===== src/rtl/alu_exec_pkg.sv =====
// Shared opcodes and FSM encoding for the execution-stage ALU.
package alu_exec_pkg;

  localparam logic [2:0] ALU_AND = 3'd0;
  localparam logic [2:0] ALU_OR  = 3'd1;
  localparam logic [2:0] ALU_ADD = 3'd2;
  localparam logic [2:0] ALU_SUB = 3'd3;
  localparam logic [2:0] ALU_MUL = 3'd4;

  typedef enum logic {
    IDLE = 1'b0,
    MUL  = 1'b1
  } state_t;

endpackage


===== src/rtl/alu_exec_mul.sv =====
// Iterative shift-add multiplier: one partial product per clock, WIDTH iterations.
// product_o is the accumulator value that the current edge would write, so it is final while done_o is high.
module alu_exec_mul #(
  parameter int WIDTH = 32
) (
  input  logic             clk_i,
  input  logic             rst_i,
  input  logic             start_i,
  input  logic [WIDTH-1:0] a_i,
  input  logic [WIDTH-1:0] b_i,
  output logic             done_o,
  output logic [WIDTH-1:0] product_o
);

  localparam int CW = (WIDTH > 1) ? $clog2(WIDTH) : 1;

  logic             busy_q;
  logic [CW-1:0]    count_q;
  logic [WIDTH-1:0] mcand_q;
  logic [WIDTH-1:0] mplier_q;
  logic [WIDTH-1:0] acc_q;
  logic [WIDTH-1:0] acc_d;

  assign acc_d     = mplier_q[0] ? (acc_q + mcand_q) : acc_q;
  assign done_o    = busy_q && (count_q == CW'(WIDTH - 1));
  assign product_o = acc_d;

  always_ff @(posedge clk_i) begin
    if (rst_i) begin
      busy_q   <= 1'b0;
      count_q  <= '0;
      mcand_q  <= '0;
      mplier_q <= '0;
      acc_q    <= '0;
    end else if (start_i) begin
      busy_q   <= 1'b1;
      count_q  <= '0;
      mcand_q  <= a_i;
      mplier_q <= b_i;
      acc_q    <= '0;
    end else if (busy_q) begin
      acc_q    <= acc_d;
      mcand_q  <= mcand_q << 1;
      mplier_q <= mplier_q >> 1;
      count_q  <= count_q + 1'b1;
      if (done_o) busy_q <= 1'b0;
    end
  end

endmodule


===== src/rtl/alu_exec_unit.sv =====
// Execution-stage ALU: single-cycle AND/OR/ADD/SUB, optional iterative MUL behind valid/ready.
// Build macro ALU_EXEC_MUL_EN compiles in the MUL state and engine; without it code 4 is illegal.
//
// state | meaning
// IDLE  | ready; single-cycle ops complete on the accept edge
// MUL   | engine iterating, inputs ignored, ready_o low
module alu_exec_unit
  import alu_exec_pkg::*;
#(
  parameter int WIDTH = 32
) (
  input  logic             clk_i,
  input  logic             rst_i,
  input  logic             valid_i,
  output logic             ready_o,
  input  logic [2:0]       ALUCtrl_i,
  input  logic [WIDTH-1:0] data1_i,
  input  logic [WIDTH-1:0] data2_i,
  output logic             valid_o,
  output logic [WIDTH-1:0] data_o,
  output logic             zero_o,
  output logic             illegal_o
);

  logic             accept;
  logic             complete;
  logic [WIDTH-1:0] alu_res;
  logic             alu_illegal;
  logic [WIDTH-1:0] res_d;
  logic             ill_d;

  assign accept = valid_i && ready_o;

  always_comb begin
    alu_res     = '0;
    alu_illegal = 1'b0;
    case (ALUCtrl_i)
      ALU_AND: alu_res = data1_i & data2_i;
      ALU_OR:  alu_res = data1_i | data2_i;
      ALU_ADD: alu_res = data1_i + data2_i;
      ALU_SUB: alu_res = data1_i - data2_i;
      default: alu_illegal = 1'b1;
    endcase
  end

`ifdef ALU_EXEC_MUL_EN
  state_t           state_q;
  state_t           state_d;
  logic             mul_start;
  logic             mul_done;
  logic [WIDTH-1:0] mul_product;

  assign ready_o = (state_q == IDLE) && !rst_i;

  always_comb begin
    state_d   = state_q;
    mul_start = 1'b0;
    complete  = 1'b0;
    res_d     = alu_res;
    ill_d     = alu_illegal;
    case (state_q)
      IDLE: begin
        if (accept) begin
          if (ALUCtrl_i == ALU_MUL) begin
            mul_start = 1'b1;
            state_d   = MUL;
          end else begin
            complete = 1'b1;
          end
        end
      end
      MUL: begin
        if (mul_done) begin
          complete = 1'b1;
          res_d    = mul_product;
          ill_d    = 1'b0;
          state_d  = IDLE;
        end
      end
    endcase
  end

  always_ff @(posedge clk_i) begin
    if (rst_i) state_q <= IDLE;
    else       state_q <= state_d;
  end

  alu_exec_mul #(.WIDTH(WIDTH)) u_mul (
    .clk_i     (clk_i),
    .rst_i     (rst_i),
    .start_i   (mul_start),
    .a_i       (data1_i),
    .b_i       (data2_i),
    .done_o    (mul_done),
    .product_o (mul_product)
  );
`else
  assign ready_o = !rst_i;

  always_comb begin
    complete = accept;
    res_d    = alu_res;
    ill_d    = alu_illegal;
  end
`endif

  // Illegal codes leave alu_res at zero, so zero_o follows naturally.
  always_ff @(posedge clk_i) begin
    if (rst_i) begin
      valid_o   <= 1'b0;
      data_o    <= '0;
      zero_o    <= 1'b0;
      illegal_o <= 1'b0;
    end else begin
      valid_o <= complete;
      if (complete) begin
        data_o    <= res_d;
        zero_o    <= (res_d == '0);
        illegal_o <= ill_d;
      end
    end
  end

endmodule


===== config.mk =====
export PLATFORM = sky130hd
export DESIGN_NAME = alu_exec_unit
export DESIGN_NICKNAME = d
export VERILOG_FILES = /design/src/rtl/alu_exec_pkg.sv /design/src/rtl/alu_exec_mul.sv /design/src/rtl/alu_exec_unit.sv
export SDC_FILE = /design/constraint.sdc
export NUM_CORES = 1
export LEC_CHECK = 0
export ABC_AREA = 0
export BUFFER_PORTS_ARGS = -buffer_cell sky130_fd_sc_hd__buf_2
export CAP_MARGIN = 0
export CORE_MARGIN = 2
export CORE_UTILIZATION = 30
export CTS_CLUSTER_SIZE = 14
export DETAILED_ROUTE_END_ITERATION = 8
export PLACE_DENSITY = 0.48
export SETUP_SLACK_MARGIN = 0.4
export SYNTH_ARGS = -nofsm -noshare
export SYNTH_HDL_FRONTEND = slang
export SYNTH_SLANG_ARGS = --single-unit

===== constraint.sdc =====
create_clock -name clk_i -period 6.6 [get_ports clk_i]
set_clock_uncertainty 0.05 [all_clocks]
set_input_delay 0.99 -clock clk_i [delete_from_list [all_inputs] [get_ports clk_i]]
set_output_delay 0.99 -clock clk_i [all_outputs]
set_load 0.05 [all_outputs]

Word-level counts from Yosys, hierarchy flattened
Index checks and enable logic that the tools add are counted.
Word-level totals
  register bits after elaboration: 35
  input bits: 70
Cells by class
  equal/unequal tests: 3
  muxes and demuxes: 2
  reduce and logical (&&, ||, !) cells: 5
  $add $sub $neg: 2
  bitwise logic cells: 2
Operator list (count)
  32-bit one-hot mux with 4 select lines: 1
  32-bit adder: 1
  32-bit bitwise AND: 1
  32-bit logical NOT: 1
  32-bit OR: 1
  32-bit subtractor: 1
  3-bit by 2-bit equality test with 1-bit output (second input constant): 2
  4-bit OR reduction: 1
  3-bit by 1-bit equality test with 1-bit output (second input constant): 1
  3-bit logical NOT: 1
  1-bit logical AND: 1
  1-bit logical NOT: 1
  1-bit 2-to-1 mux: 1

Longest topological paths before layout
  depth after elaboration: 3
  mapped depth: 22
  depth with buffers taken out: 21

Worst setup path before layout
OpenSTA, ideal clock, no wires.
  path kind: in2reg
  from: in ALUCtrl_i[1]
  to: reg zero_o
  slack: 1.017 ns
  data arrival time: 5.404 ns
  cell stages on the path: 21
  buffers on the path: 6
  library setup time: 0.129 ns
  required time: 6.421 ns
  cell sequence: clkbuf_1 > clkbuf_1 > nor2b_1 > clkbuf_1 > clkbuf_1 > and2_1 > clkbuf_1 > a21oi_1 > xnor2_1 > ha_1 > and2_4 > a221oi_2 > a2111oi_2 > or3_1 > buf_2 > o2111a_1 > or3_1 > a311oi_1 > nor4_2 > nand2_1 > o31ai_1
On the way
  cells in the longest elaborated chain, start to end: 3
  elaborated cells on any way between the ends: 6
  those cells by class: eq/ne: 3; mux: 1; reduce/logical: 2
RTL lines
  start: declaration: RTL line alu_exec_unit.sv:16  | input logic [2:0] ALUCtrl_i,
  3-bit by 2-bit equality test with 1-bit output, or another cell as far along: RTL line alu_exec_unit.sv:37  | case (ALUCtrl_i)
  32-bit one-hot mux with 4 select lines (*): RTL line alu_exec_unit.sv:37
  32-bit logical NOT (*): RTL line alu_exec_unit.sv:118  | zero_o <= (res_d == '0);
  end signal: assignment: RTL line alu_exec_unit.sv:118
  end: declaration: RTL line alu_exec_unit.sv:21  | output logic zero_o,
Every way passes the cells marked *; elsewhere a longest branch is shown, timed or not.
A chain may end at the register's enable or synchronous reset.

Worst setup path after layout
  from: in data2_i[4]
  to: reg zero_o
On the way
  cells in the longest elaborated chain, start to end: 3
  elaborated cells on any way between the ends: 6
  those cells by class: add/sub: 2; mux: 1; bitwise: 2; reduce/logical: 1
RTL lines
  start: declaration: RTL line alu_exec_unit.sv:18  | input logic [WIDTH-1:0] data2_i,
  32-bit subtractor, or another cell as far along: RTL line alu_exec_unit.sv:41  | ALU_SUB: alu_res = data1_i - data2_i;
  32-bit one-hot mux with 4 select lines (*): RTL line alu_exec_unit.sv:37
  32-bit logical NOT (*): RTL line alu_exec_unit.sv:118
Marked as above.

==> impl_metrics.toml <==
[placed_design]
numPortBuffers = 105
gp_congestion = 0.971
hpwlAfterDp_um = 13100
placed_cell_area_mm2 = 0.00529
dpl.cell_count = 904

[route]
drtIter0Drc = 340
wirelength_um = 16800
postRouteAntennaNets = 0
vias = 5170
wl_met1_um = 7710
wl_met2_um = 7960
routed-wl-met3_um = 755
wire_per_inst_um = 18.4
viasPerCell = 5.67
highest_layer = "met4"
drc = 0
drtPass1Iterations = 5

[die]
start_util_pct = 30.5
core-area_mm2 = 0.0151
num_rows = 45
die_x_um = 128
die_h_um = 128
num_io_pins = 106
die_area_mm2 = 0.0163

[worst_setup_path]
crit_path_frequent_cell = "nand2_1"
crit_slowest_cell = "nor4_2"
startpoint_type = "primary input"
crit_fanout = 7
crit_chain = "buf_2, nor4_2, nand2_1, or3_1, nor3_1, a21oi_1, xnor2_1, ha_1, a21oi_1, o21ai_0, or3_1, or3_4, and2_1, a311oi_1, nand2_1, nor4_2, nand2_1, o31ai_1"
cp_slowest_stage_delay_ns = 0.48
critical_path_class = "in -> reg"
crit_arrival_ns = 5.70
crit_required_ns = 6.76
endpoint_kind = "flop"

[finish]
drive_gt1_share_pct = 19.3
mostFrequentLayoutCells = "105 x buf_2, 64 x nand2_1, 63 x nor2_1, 57 x a21oi_1, 36 x o21ai_0"
area_delta_synth_final_pct = 18.9
layout_commonest_cell = "buf_2"
n_antenna_cell = 0
finalInstanceArea_mm2 = 0.00547
nets = 828
final_cells = 912
utilization_pct = 36.2

[timing]
fin_crit_ns = 5.54
fmax_ghz = 0.180
setup_tns_ns = 0
finalSetupViolations = 0
worstMarginPinSlew_ns = 0.896
finalCritPeriodShare_pct = 84.0
grt_setup_unrepaired = "no"
slew_viol_final = 0
relSlewSlack_pct = 40.2
hold_violations = 0

[global_route]
grt_usage_pct = 20.2
grt_pass1_wl_um = 26700
gr-total-overflow = 0
grt_start_max_net_pins = 44
antenna_found_initial = 0
grt_pass1_vias = 5056

[synthesis]
ys.flop_type = "dfxtp_1"
syn_area_mm2 = 0.00460
postSynthCellCount = 637
ys_ff_latch = 35
yosys_warnings = 0
synth_cell_types = 74
ys_seq_area_share_pct = 15.2
syn_area_per_cell_um2 = 7.22
syn-num-nets = 742
async_reset_ff_share_pct = 0
synth_edf_count = 0

[status]
status = "finished, final reports clean"

[power]
power_mw = 1.02
ir_drop_mv = 0.0949
seqPwrFrac_pct = 23.1
p_int_uw = 583
comb_power_share_pct = 49.1
clkPwrFrac_pct = 27.9
powerDensity_mw_per_mm2 = 186
p_leak_nw = 2.35
sw_frac_of_total_pct = 42.7
p_switching_uw = 435

[flow_run]
max_cap_viol_count = 0

[clock_tree]
clock_sinks = 35
cts_buffers = 5
cts_resized = 0
clockBufferDepth = 2
clkSlewWorstSetupHoldPaths_ns = 0.07
hold_buffers = 0
clk_latency_ns = 0.28
cts_root_buffer = "clkbuf_16"
cts_tree = "done"
post_cts_buffers = 0
cts_htree_levels = 2

[min_path]
hold_class = "reg -> reg"
layer usage:
layer / track usage, % / vias up
met5: 0 / -
met4: 4.72 / 0
met3: 1.75 / 32
met2: 35.6 / 171
met1: 26.7 / 2387
li1: - / 2580
critical path: cells and delay by family:
family                     cells  cell delay, ns
and+or+nand+nor               10            3.03
AOI/OAI and AO/OA              5            1.04
adders and majority gates      1            0.36
xor gates and xnor gates       1            0.15
buffers and inverters          1            0.13
power by group through the flow:
stage	clock [mW]	sequential (mW)	combinational (mW)
6_report	0.284	0.235	0.500
5_1_grt	0.295	0.236	0.551
4_1_cts	0.286	0.235	0.496
3_5_place_dp	0	0.240	0.494
3_3_place_gp	0	0.239	0.491
2_1_floorplan	0	0.287	0.306
stage by stage:
step / setup slack (ns) / hold slack (ns)
final: 1.06 / 0.417
after floorplan: 1.02 / 0.625
after global routing: 0.562 / 0.431
after CTS: 0.840 / 0.418
after detailed placement: 0.560 / 0.408
after global placement: 0.766 / 0.406
cell usage after synthesis (all sizes together) (2+ instances only):
library cell	instances	area share, %
a2111oi	10	2.4
a211o	2	0.38
a211oi	20	3.3
a21boi	2	0.33
a21o	10	1.6
a21oi	58	6.4
a221o	3	0.65
a221oi	3	0.71
a311oi	3	0.57
a31oi	3	0.41
a32o	2	0.44
and2	6	0.87
and3	3	0.41
buf	4	0.52
clkbuf	31	2.5
clkinv	2	0.16
dfxtp	35	15
ha	34	9.3
inv	14	1.1
maj3	22	4.8
mux2i	10	2.2
nand2	64	5.2
nand2b	6	0.82
nand3	15	1.6
nand3b	2	0.33
nand4	11	1.5
nor2	63	5.1
nor2b	5	0.68
nor3	28	3.2
nor4	8	1.4
nor4b	2	0.38
o211a	7	1.5
o211ai	4	0.65
o21a	10	1.6
o21ai	38	4.1
o21bai	2	0.33
o311ai	6	1.1
o31a	2	0.38
o31ai	14	2.3
o41ai	4	0.76
or2	5	0.73
or3	13	1.9
xnor2	13	2.5
xor2	22	4.2
flip-flops by register name (all words and copies together) (netlist names):
name,flops
data_o,32
illegal_o,1
valid_o,1
zero_o,1
area by class of cell:
class / instances / area (um^2)
tap: 188 / 235
fill: 1640 / 9620
clock buffer: 5 / 125
multi-input combinational: 551 / 3700
clock inverter: 3 / 47.5
timing repair buffer: 114 / 593
sequential: 35 / 701
inverter: 16 / 60.1
cells by family after synthesis:
logic type | share of synthesized area, %
flops | 15.2
fa+ha+maj | 14.5
xor+xnor | 6.67
mux | 2.18
buf+inv | 4.35
compound gates | 32.0
simple gates | 25.1
worst paths after layout:
kind / startpoint / to / slack (ns) / depth (start not counted)
max: data2_i[4] / zero_o / 1.06 / 18
min: data_o[27] / data_o[27] / 0.42 / 2
min reg2reg: data_o[27] / data_o[27] / 0.42 / 2
max reg2reg: data_o[10] / data_o[10] / 5.73 / 2
Power figures use the tool's default switching activity.
